**src/rtl/rom_sequencer.sv**
```systemverilog
// Address sequencer for a synchronous pattern ROM feeding the hex display path.
// Hides ROM read latency and holds the last fetched word stable between captures.
module rom_sequencer #(
    parameter int ADDR_W  = 4,
    parameter int DATA_W  = 16,
    parameter int ROM_LAT = 2
) (
    input  logic              clk,
    input  logic              rst,
    input  logic              tick,
    input  logic              run,
    input  logic              step,
    input  logic              restart,
    input  logic              dir,
    input  logic [ADDR_W-1:0] lo,
    input  logic [ADDR_W-1:0] hi,
    output logic [ADDR_W-1:0] rom_addr,
    input  logic [DATA_W-1:0] rom_q,
    output logic [DATA_W-1:0] value,
    output logic              value_valid,
    output logic              busy
);

    localparam logic [1:0] S_PRIME = 2'd0;
    localparam logic [1:0] S_FETCH = 2'd1;
    localparam logic [1:0] S_IDLE  = 2'd2;

    localparam logic [2:0] LAT_CNT = 3'(ROM_LAT);

    logic [1:0]        r_state;
    logic [ADDR_W-1:0] r_addr;
    logic [DATA_W-1:0] r_value;
    logic              r_valid;
    logic              r_busy;
    logic              r_pend;
    logic [2:0]        r_cnt;

    logic              w_event;
    logic [ADDR_W-1:0] w_next;

    assign w_event = (run & tick) | (~run & step);

    // Bounds are checked before stepping, so an address left outside a shrunken
    // range is pulled back in rather than wrapping through 0 or the top.
    always_comb begin
        w_next = lo;
        if (lo <= hi) begin
            if (!dir) begin
                w_next = (r_addr >= hi) ? lo : r_addr + ADDR_W'(1);
            end else begin
                w_next = (r_addr <= lo) ? hi : r_addr - ADDR_W'(1);
            end
        end
    end

    always_ff @(posedge clk) begin
        if (rst) begin
            r_state <= S_PRIME;
            r_addr  <= '0;
            r_value <= '0;
            r_valid <= 1'b0;
            r_busy  <= 1'b1;
            r_pend  <= 1'b0;
            r_cnt   <= '0;
        end else begin
            r_valid <= 1'b0;
            if (restart) begin
                r_state <= S_FETCH;
                r_addr  <= lo;
                r_cnt   <= LAT_CNT;
                r_pend  <= 1'b0;
                r_busy  <= 1'b1;
            end else begin
                case (r_state)
                    S_PRIME: begin
                        r_addr  <= lo;
                        r_cnt   <= LAT_CNT;
                        r_state <= S_FETCH;
                        if (w_event) begin
                            r_pend <= 1'b1;
                        end
                    end
                    S_FETCH: begin
                        r_cnt <= r_cnt - 3'd1;
                        if (w_event) begin
                            r_pend <= 1'b1;
                        end
                        if (r_cnt == 3'd1) begin
                            r_value <= rom_q;
                            r_valid <= 1'b1;
                            r_busy  <= 1'b0;
                            r_state <= S_IDLE;
                        end
                    end
                    S_IDLE: begin
                        if (w_event || r_pend) begin
                            r_addr  <= w_next;
                            r_cnt   <= LAT_CNT;
                            r_pend  <= 1'b0;
                            r_busy  <= 1'b1;
                            r_state <= S_FETCH;
                        end
                    end
                    default: begin
                        r_state <= S_PRIME;
                        r_busy  <= 1'b1;
                    end
                endcase
            end
        end
    end

    assign rom_addr    = r_addr;
    assign value       = r_value;
    assign value_valid = r_valid;
    assign busy        = r_busy;

endmodule

```
**config.mk**
```make
export PLATFORM = sky130hd
export DESIGN_NAME = rom_sequencer
export DESIGN_NICKNAME = d
export VERILOG_FILES = /design/src/rtl/rom_sequencer.sv
export SDC_FILE = /design/constraint.sdc
export NUM_CORES = 1
export LEC_CHECK = 0
export ABC_AREA = 1
export BUFFER_PORTS_ARGS = -buffer_cell sky130_fd_sc_hd__buf_2
export CAP_MARGIN = 10
export CORE_MARGIN = 2
export CORE_UTILIZATION = 40
export DETAILED_ROUTE_END_ITERATION = 8
export SLEW_MARGIN = 20
export SYNTH_ARGS = -nofsm -noshare
export SYNTH_HDL_FRONTEND = slang
export SYNTH_SLANG_ARGS = --single-unit
```
**constraint.sdc**
```tcl
create_clock -name clk -period 1.8 [get_ports clk]
set_clock_uncertainty 0.1 [all_clocks]
set_input_delay 0 -clock clk [delete_from_list [all_inputs] [get_ports clk]]
set_output_delay 0 -clock clk [all_outputs]
set_load 0.005 [all_outputs]
```
==> metrics.cfg <==
[run_status]
status = completed

[setup_path]
crit_path_cell_trace = ha_1, a21oi_2, nand3_2, nand2b_1, nand3_1, nand3_1, a21oi_1
critPathMaxStageDelay_ns = 0.38
path_delay_family = simple AND/OR/NAND/NOR gates
endpoint_kind = flop
crit_type = reg2reg
worstPathBufferInverterCount = 0
path_max_fanout = 6
endpoint = rom_addr[3]
crit_cells = 7
reg2reg_depth = 7
crit_slowest_cell = dfxtp_4
crit_top_cell = nand3_1
rrSetupSlack_ns = 0.11
critPathArrivalTime_ns = 1.79
rr_endpoint = rom_addr[3]
worstPathRequired_ns = 1.90
timing.rr.start = rom_addr[3]
cp-start-kind = flop
setup.worst_path.start = rom_addr[3]

[pwr]
power_density_nw_per_um2 = 603
ir_drop_v = 0.000506
p_total_mw = 1.44
leakage_nw = 1.21

[synth]
synth_nets = 297
syn_area_um2 = 1740
ys_ff_latch = 28
ys_types = 28
synth_cells = 246
avgSynthCellArea_um2 = 7.05
ys_top_cells_by_area = dfxtp_1 32%, ha_1 14%, nor2_1 8.4%
netlist.area_leader.share_pct = 32.3
ys.warnings.count = 0
yosysTopAreaCell = dfxtp_1
yosysSeqAreaShare_pct = 32.3

[placement]
placed_area_um2 = 2100
pre_cts_ws_ns = 0.0539
io_buffers = 52
dp_hpwl_mm = 3.15
globalplace.congestion = 0.961

[floorplan]
dieArea_um2 = 4880
io_pins = 53
start_util_pct = 42.5
die_h_um = 69.9
fp-row-count = 23
die_w_um = 69.9
core_area_um2 = 4090

[layout]
mostFrequentLayoutCells = 51 x buf_2, 39 x nor2_1, 33 x inv_1
stdcell_area_um2 = 2390
final_common_cell = buf_2
final_layout_size_suffix_gt1_share_pct = 27.2
fin_nets = 376
antenna_cells = 0
layout-area-overhead-vs-synth_pct = 37.8

[sta]
slew_viol_final = 0
slew_headroom_pct = 69.2
fin_crit_sh_pct = 93.7
max_freq_mhz = 593
timing.hold.ws_ns = 0.0178
setup_tns_ns = 0
finalSetupViolations = 0
tightest_slew_ns = 0.461
timing.final.crit_period_ns = 1.69
setup_slack_ns = 0.113
hold_viol_final = 0

[drt]
route.detailed.drc = 0
via_count = 1785
antenna_left = 0
vias_per_cell = 4.77
first_pass_iters = 4
drt_iter0_markers = 92
wirelength_mm = 4.34
routedWlPerCell_um = 11.6

[cts]
cts.path.max_buffers = 2
tritoncts = done
clock-sinks = 28
cts_buffers = 3
h-tree-depth = 1
path_clk_slew_ns = 0.09
root_buffer = clkbuf_8
clkLatencyLatePin_ns = 0.27

[run]
cap_violations = 0

[global_route]
overflow = 0
grt_pass1_wl_mm = 7.20
grt_usage_pct = 17.7
grt_pass1_vias = 1634
grt_max_degree = 19
antenna_found_initial = 0

[worst_hold_path]
min_path_cells = 4
min_path_type = in2reg

## area by class of cell
class                      instances  area (um2)
clock buffer                       4        55.1
fill                             410        1700
tap                               50        62.6
timing repair buffer              77         510
sequential                        28         571
multi-input combinational        179        1060
inverter                          36         135
## cells by family after synthesis
logic type	after synthesis	synth area share, %
simple gates	109	27.6
compound gates	46	14.7
buf+inv	39	8.94
flops	28	32.3
fa+ha+maj	20	14.4
xor+xnor	4	2.02
## metal layers
metal / track usage, % / wire [um] / vias to the layer above
met2: 32.6 / 2160 / 29
met4: 2.56 / 19 / 0
li1: - / - / 953
met3: 3.32 / 154 / 2
met5: 0 / 0 / -
met1: 21.8 / 2000 / 801
## worst reg2reg max path: stages (launching register included)
cell,delay (ns)
dfxtp_4,0.38
ha_1,0.31
a21oi_2,0.25
nand3_2,0.17
nand2b_1,0.17
nand3_1,0.06
nand3_1,0.06
a21oi_1,0.12
## timing repair
item                                    in CTS  in global routing
buffers inserted                             0                  0
resized for setup                            0                 17
hold buffers                                19                  0
endpoints found under the setup margin       0                  4
endpoints found under the hold margin       22                  0
## worst min path at each step
stage / to / start / slack (ns)
floorplan: r_state[0] / rst / -0.03
global placement: value[4] / rom_q[4] / 0.15
finish: rom_addr[3] / dir / 0.02
global route: rom_addr[3] / dir / 0.04
CTS: rom_addr[3] / dir / 0.02
detailed placement: value[1] / rom_q[1] / 0.15
## cells in the mapped netlist (all sizes together)
master and n:
nor2 42, xnor2 3, o22ai 1, nor3 1
buf 1, xor2 1, ha 20, o31ai 1
o21bai 1, or2 2, nand2 39, nand2b 1
nand4 4, o21ai 24, dfxtp 28, inv 36
clkbuf 2, and3 1, a21oi 18, o311ai 1
nand3 19
## metrics by stage
step / utilization, % / instances
floorplan: - / 246
global placement: 51.3 / 351
detailed placement: 51.3 / 351
CTS: 57.3 / 374
global route: 58.5 / 374
finish: 58.5 / 374
## power by group
part	internal (mW)	leakage [nW]	switching, mW	total (mW)
sequential	0.642	0.230	0.0218	0.664
clock	0.196	0.0288	0.190	0.386
combinational	0.183	0.947	0.209	0.392
## sequential cells by signal, indices dropped and copies added (netlist names)
register	cells
busy	1
r_cnt	3
r_pend	1
r_state	2
rom_addr	4
value	16
value_valid	1
No activity file was read; power rests on OpenSTA's default activity.
